[config.mk]
export PLATFORM = sky130hd
export DESIGN_NAME = ft6_sample_packer
export DESIGN_NICKNAME = d
export VERILOG_FILES = /design/src/rtl/ft6_pkg.sv /design/src/rtl/ft6_sync_fifo.sv /design/src/rtl/ft6_sample_packer.sv
export SDC_FILE = /design/constraint.sdc
export NUM_CORES = 1
export LEC_CHECK = 0
export CORE_MARGIN = 2
export CORE_UTILIZATION = 40
export DETAILED_ROUTE_END_ITERATION = 10
export SYNTH_ARGS = -nofsm -noshare
export SYNTH_HDL_FRONTEND = slang
export SYNTH_HIERARCHICAL = 1
export SYNTH_SLANG_ARGS = --single-unit
[constraint.sdc]
create_clock -name ft6_clk -period 8.3 [get_ports ft6_clk]
set_input_delay 0.83 -clock ft6_clk [delete_from_list [all_inputs] [get_ports ft6_clk]]
set_output_delay 0.83 -clock ft6_clk [all_outputs]
set_load 0.05 [all_outputs]
[src/rtl/ft6_pkg.sv]
// Shared constants, packer state encoding and the byte-to-word pack helper
// for the FT6 sample packer.
package ft6_pkg;

    localparam int FT6_WORD_W = 32;
    localparam int FT6_BYTE_W = 8;
    localparam int FT6_LANES  = 4;

    typedef enum logic [1:0] {
        ST_IDLE = 2'd0,
        ST_RUN  = 2'd1,
        ST_DROP = 2'd2
    } ft6_state_e;

    // Little-endian assembly: the three earlier bytes sit in the low lanes,
    // the byte completing the word lands in the top lane.
    function automatic logic [FT6_WORD_W-1:0] ft6_pack_word(
        input logic [FT6_WORD_W-FT6_BYTE_W-1:0] low_bytes,
        input logic [FT6_BYTE_W-1:0]            top_byte
    );
        return {top_byte, low_bytes};
    endfunction

endpackage

[src/rtl/ft6_sync_fifo.sv]
// Single-clock first-word-fall-through FIFO with full/empty/level.
// A push while full is accepted only when a pop happens in the same cycle.
module ft6_sync_fifo #(
    parameter int DEPTH  = 32,
    parameter int LVL_W  = 6,
    parameter int DATA_W = 32
) (
    input  logic              clk,
    input  logic              rst,
    input  logic              push,
    input  logic [DATA_W-1:0] push_data,
    input  logic              pop,
    output logic [DATA_W-1:0] pop_data,
    output logic              full,
    output logic              empty,
    output logic [LVL_W-1:0]  level
);
    import ft6_pkg::*;

    localparam int AW = $clog2(DEPTH);

    logic [DATA_W-1:0] mem_r [DEPTH];
    logic [AW-1:0]     wr_ptr_r;
    logic [AW-1:0]     rd_ptr_r;
    logic [LVL_W-1:0]  count_r;
    logic              full_s;
    logic              empty_s;
    logic              pop_ok_s;
    logic              push_ok_s;

    assign full_s    = (count_r == LVL_W'(DEPTH));
    assign empty_s   = (count_r == {LVL_W{1'b0}});
    assign pop_ok_s  = pop && !empty_s;
    assign push_ok_s = push && (!full_s || pop_ok_s);

    assign full     = full_s;
    assign empty    = empty_s;
    assign level    = count_r;
    // Head is masked to zero when empty so nothing stale is ever visible.
    assign pop_data = empty_s ? {DATA_W{1'b0}} : mem_r[rd_ptr_r];

    // Storage array write; contents are don't-care until pointed at by a valid entry.
    always_ff @(posedge clk) begin
        if (push_ok_s) begin
            mem_r[wr_ptr_r] <= push_data;
        end
    end

    // Pointer and occupancy bookkeeping; pointers wrap naturally at DEPTH.
    always_ff @(posedge clk) begin
        if (rst) begin
            wr_ptr_r <= {AW{1'b0}};
            rd_ptr_r <= {AW{1'b0}};
            count_r  <= {LVL_W{1'b0}};
        end else begin
            if (push_ok_s) begin
                wr_ptr_r <= wr_ptr_r + AW'(1);
            end
            if (pop_ok_s) begin
                rd_ptr_r <= rd_ptr_r + AW'(1);
            end
            case ({push_ok_s, pop_ok_s})
                2'b10:   count_r <= count_r + LVL_W'(1);
                2'b01:   count_r <= count_r - LVL_W'(1);
                default: count_r <= count_r;
            endcase
        end
    end

endmodule

[src/rtl/ft6_sample_packer.sv]
// FT6 sample packer: collects ADC bytes into little-endian 32-bit words and
// queues them for the FT6 write stage. Words that find the queue full are
// dropped (sticky overflow) and capture pauses until the queue is half empty.
// Optional build macro FT6_TESTPAT_EN replaces the ADC byte with an 8-bit
// incrementing test pattern whenever test_mode is high.
module ft6_sample_packer #(
    parameter int FIFO_DEPTH = 32,
    parameter int LVL_W      = 6
) (
    input  logic             ft6_clk,
    input  logic             ft6_rst,
    input  logic             enable,
    input  logic [7:0]       adc_data,
    input  logic             adc_valid,
    input  logic             test_mode,
    output logic [31:0]      out_data,
    output logic             out_valid,
    input  logic             out_ready,
    output logic [LVL_W-1:0] fifo_level,
    output logic             overflow,
    input  logic             overflow_clr
);
    import ft6_pkg::*;

    localparam logic [LVL_W-1:0] HALF_LVL = LVL_W'(FIFO_DEPTH / 2);
    localparam logic [1:0]       LAST_IDX = 2'(FT6_LANES - 1);

    ft6_state_e  state_r;
    ft6_state_e  state_nxt_s;
    logic [1:0]  byte_idx_r;
    logic [1:0]  byte_idx_nxt_s;
    logic [23:0] word_r;
    logic [23:0] word_nxt_s;
    logic [31:0] complete_word_s;
    logic [7:0]  sample_s;
    logic        accept_s;
    logic        push_s;
    logic        drop_s;
    logic        pop_s;
    logic        full_s;
    logic        empty_s;
    logic [LVL_W-1:0] level_s;
    logic        overflow_r;

    assign accept_s = (state_r == ST_RUN) && enable && adc_valid;
    assign pop_s    = !empty_s && out_ready;

`ifdef FT6_TESTPAT_EN
    logic [7:0] test_cnt_r;

    // Test-pattern counter advances once per byte actually taken in test mode.
    always_ff @(posedge ft6_clk) begin
        if (ft6_rst) begin
            test_cnt_r <= 8'd0;
        end else if (accept_s && test_mode) begin
            test_cnt_r <= test_cnt_r + 8'd1;
        end else begin
            test_cnt_r <= test_cnt_r;
        end
    end

    assign sample_s = test_mode ? test_cnt_r : adc_data;
`else
    logic unused_test_mode_s;
    assign unused_test_mode_s = test_mode;
    assign sample_s = adc_data;
`endif

    assign complete_word_s = ft6_pack_word(word_r, sample_s);

    // Next-state, byte lane assembly and push/drop decisions.
    always_comb begin
        state_nxt_s    = state_r;
        byte_idx_nxt_s = byte_idx_r;
        word_nxt_s     = word_r;
        push_s         = 1'b0;
        drop_s         = 1'b0;
        if (!enable) begin
            state_nxt_s    = ST_IDLE;
            byte_idx_nxt_s = 2'd0;
            word_nxt_s     = 24'd0;
        end else begin
            case (state_r)
                ST_IDLE: begin
                    state_nxt_s    = ST_RUN;
                    byte_idx_nxt_s = 2'd0;
                    word_nxt_s     = 24'd0;
                end
                ST_RUN: begin
                    if (adc_valid) begin
                        if (byte_idx_r == LAST_IDX) begin
                            byte_idx_nxt_s = 2'd0;
                            word_nxt_s     = 24'd0;
                            if (!full_s || pop_s) begin
                                push_s = 1'b1;
                            end else begin
                                drop_s      = 1'b1;
                                state_nxt_s = ST_DROP;
                            end
                        end else begin
                            byte_idx_nxt_s = byte_idx_r + 2'd1;
                            case (byte_idx_r)
                                2'd0:    word_nxt_s[7:0]   = sample_s;
                                2'd1:    word_nxt_s[15:8]  = sample_s;
                                2'd2:    word_nxt_s[23:16] = sample_s;
                                default: word_nxt_s        = word_r;
                            endcase
                        end
                    end else begin
                        byte_idx_nxt_s = byte_idx_r;
                    end
                end
                ST_DROP: begin
                    if (level_s <= HALF_LVL) begin
                        state_nxt_s    = ST_RUN;
                        byte_idx_nxt_s = 2'd0;
                        word_nxt_s     = 24'd0;
                    end else begin
                        state_nxt_s = ST_DROP;
                    end
                end
                default: begin
                    state_nxt_s    = ST_IDLE;
                    byte_idx_nxt_s = 2'd0;
                    word_nxt_s     = 24'd0;
                end
            endcase
        end
    end

    // Packer state, byte index and partial-word registers.
    always_ff @(posedge ft6_clk) begin
        if (ft6_rst) begin
            state_r    <= ST_IDLE;
            byte_idx_r <= 2'd0;
            word_r     <= 24'd0;
        end else begin
            state_r    <= state_nxt_s;
            byte_idx_r <= byte_idx_nxt_s;
            word_r     <= word_nxt_s;
        end
    end

    // Sticky overflow; a drop in the same cycle as a clear keeps it set.
    always_ff @(posedge ft6_clk) begin
        if (ft6_rst) begin
            overflow_r <= 1'b0;
        end else if (drop_s) begin
            overflow_r <= 1'b1;
        end else if (overflow_clr) begin
            overflow_r <= 1'b0;
        end else begin
            overflow_r <= overflow_r;
        end
    end

    ft6_sync_fifo #(
        .DEPTH  (FIFO_DEPTH),
        .LVL_W  (LVL_W),
        .DATA_W (FT6_WORD_W)
    ) u_fifo (
        .clk       (ft6_clk),
        .rst       (ft6_rst),
        .push      (push_s),
        .push_data (complete_word_s),
        .pop       (pop_s),
        .pop_data  (out_data),
        .full      (full_s),
        .empty     (empty_s),
        .level     (level_s)
    );

    assign out_valid  = !empty_s;
    assign fifo_level = level_s;
    assign overflow   = overflow_r;

endmodule

==> impl_metrics.ini <==
[cts]
clockBufferDepth = 3
cts_resized = 0
insertion_delay_ns = 0.69
cts_buffers = 108
path_clk_slew_ns = 0.06
tritoncts = built
clock-sinks = 1074
cts_hold_buf = 0
htree_levels = 3
cts_setup_buffers = 0
clockRootBuffer = clkbuf_16

[status]
status = finished clean

[final_layout]
post-route-util = 0.4579
drive_gt1_frac = 0.2745
fillers = 8527
antenna_cells = 0
area_delta_synth_final_pct = 13.87
fin_nets = 1993
instances_no_fill = 3435

[power]
powerDensity_mw_per_mm2 = 228.0
p_switching_mw = 2.171
seqPwrFrac = 0.547
p_int_mw = 8.622
switching_share = 0.2011
pwr-share-comb = 0.019
clkPwrFrac = 0.434
leakage_nw = 14.47
max-vdd-ir-drop_mv = 0.1772
total_power_mw = 10.79

[critical_path]
cp_data_required_time_ns = 7.47
crit_family = buffers and inverters
cp_cell_sequence = buf_4 -> or3_1 -> o22ai_1 -> a2111oi_0 -> clkdlybuf4s50_1
crit_path_top_delay_cell = clkdlybuf4s50_1
max_stage_delay_ns = 0.93
cp-end-kind = primary output
crit_arrival_ns = 4.45
critPathBufInv = 2
worst_setup_path_start_kind = flop
path_class = reg -> out
cp_max_fo = 26

[sta]
fin_crit_sh = 0.6362
finalSetupTns_ns = 0
setup_viol = 0
period_needed_ns = 5.280
finalClockSkew_ns = 0.03339
grt_setup_unrepaired = false
final-hold-violation-count = 0
worst_slew_pin_slew_ns = 1.222
clock.fmax_ghz = 0.1894
relSlewSlack = 0.1842
fin_hold_ws_ns = 0.4973
final_max_slew_viol_count = 0

[logic_synthesis]
synth_edf_count = 1024
synth_flop_cell = edfxtp_1
ys_seq_area_frac = 0.7639
ys_warn_count = 6
synth_top_area_frac = 0.7398
syn_nets = 1879
ys_ff_latch = 1074
syn_inst = 1850
async_flop_share = 0
synth_cell_types = 61
post-synth-top-area-cell = edfxtp_1
ys_top_cells_by_area = edfxtp_1 (74%), mux4_2 (16%), dfxtp_1 (2.4%), mux2i_1 (1.1%), a2111oi_2 (0.65%)
netlist_area_mm2 = 0.04156
avgSynthCellArea_um2 = 22.47

[drt]
vias = 19410
wl_per_cell_um = 28.29
drc = 0
wl_um = 97180
dr.pass1.iters = 8
dr.first_iter.drc_count = 2362
final_antenna_net_count = 0
vias_per_cell = 5.651

[flow_run]
drv_cap = 0

[die]
floorplan.initialDensity = 0.4022
dieArea_mm2 = 0.1065
coreArea_mm2 = 0.1033
row_count = 118
die_h_um = 326.3
io_pins = 55
die_w_um = 326.3

[placed_design]
place_inst = 3234
hpwl_um = 49530
gp_congestion = 0.7046
portBuffers = 53

[global_routing]
grt_usage = 0.1828
grt_pass1_vias = 20170
grt_pass1_wl_um = 140600
grt_max_degree = 113
antenna_found_initial = 1
grt.overflow.total = 0

[worst_hold_path]
hold_path.class = reg -> reg
## routing by layer
| metal | up-vias | routed length (um) | global-route usage |
|---|---|---|---|
| met5 | - | 13 | 0 |
| met4 | 2 | 2163 | 0.05176 |
| met3 | 119 | 7171 | 0.03771 |
| met2 | 695 | 46610 | 0.2899 |
| met1 | 10550 | 41210 | 0.2582 |
| li1 | 8040 | - | - |
## tightest hold or removal path, cell delays in order (launching register included)
cell	delay, ns
dfxtp_1	0.32
nand2_1	0.06
a21oi_1	0.07
## cell type report
type / count / area, um2 / share of cell area
Sequential cell: 1074 / 31770 / 0.6712
Multi-Input combinational cell: 654 / 9360 / 0.1978
Clock buffer: 148 / 2944 / 0.06221
Tap cell: 1380 / 1727 / 0.03648
Timing Repair Buffer: 102 / 948.4 / 0.02004
Clock inverter: 53 / 490.5 / 0.01036
Inverter: 24 / 91.34 / 0.001930
## state kept, by name (all words and copies together) (netlist names), named ones only
| name | count |
|---|---|
| word_r | 24 |
| byte_idx_r | 2 |
| u_fifo/mem_r | 1024 |
| overflow | 1 |
| state_r | 2 |
| u_fifo/rd_ptr_r | 5 |
| u_fifo/wr_ptr_r | 5 |
| u_fifo/level | 6 |
## synth_stat cells, drive strengths merged, types with 9 or more instances
master,instances
edfxtp,1024
mux4,288
buf,66
nor2,52
dfxtp,50
nand2,49
mux2i,44
nor2b,37
o22ai,33
a2111oi,32
clkbuf,32
inv,23
a211oi,13
ha,13
o21ai,13
a21oi,9
## power groups by stage
stage	registers (mW)	logic, mW	clock network, mW
2_1_floorplan	6.01	0.118	0
3_3_place_gp	6.02	0.200	0
3_5_place_dp	6.02	0.203	0
4_1_cts	5.90	0.204	4.78
5_1_grt	5.90	0.212	4.99
6_report	5.90	0.201	4.69
## layout by cell type, fill, tap and decap left out, drive strengths merged, types with 25 or more instances in the layout
cell,synthesis,layout
edfxtp,1024,1024
mux4,288,288
clkbuf,32,148
clkdlybuf4s50,0,53
nor2,52,52
dfxtp,50,50
nand2,49,49
buf,66,49
mux2i,44,44
clkinv,1,42
nor2b,37,37
o22ai,33,33
a2111oi,32,32
inv,23,25
## cell families (layout without fill, tap and decap cells)
kind of cell	count (synthesis)	after routing	synth area share
flip-flops	1074	1074	0.7639
XOR/XNOR	12	12	0.002529
AO/OA/AOI/OAI	116	116	0.02342
adder cells (fa/ha/maj)	14	14	0.004395
buffers and inverters	122	327	0.01701
AND/OR/NAND/NOR	180	180	0.02207
multiplexers	332	332	0.1667
## through the flow
stage | instance area (um2) | setup slack [ns]
detailed placement | 43890 | 3.217
finish | 47330 | 3.020
floorplan | 41560 | 3.565
CTS | 47330 | 2.816
global placement | 43890 | 3.309
global route | 47330 | 2.737
## path summary, 6_finish.rpt
check                                  start                       endpoint  slack, ns  depth (start not counted)
min reg2reg  u_fifo/rd_ptr_r[1]$_SDFFE_PP0N_                           flop       0.50                          2
max                                     flop                    out_data[0]       3.02                          5
max reg2reg     u_fifo/level[1]$_SDFFE_PP0P_  u_fifo/mem_r[7][10]$_DFFE_PP_       3.73                          9
min          u_fifo/rd_ptr_r[1]$_SDFFE_PP0N_                           flop       0.50                          2
No activity file was read; power rests on OpenSTA's default activity.
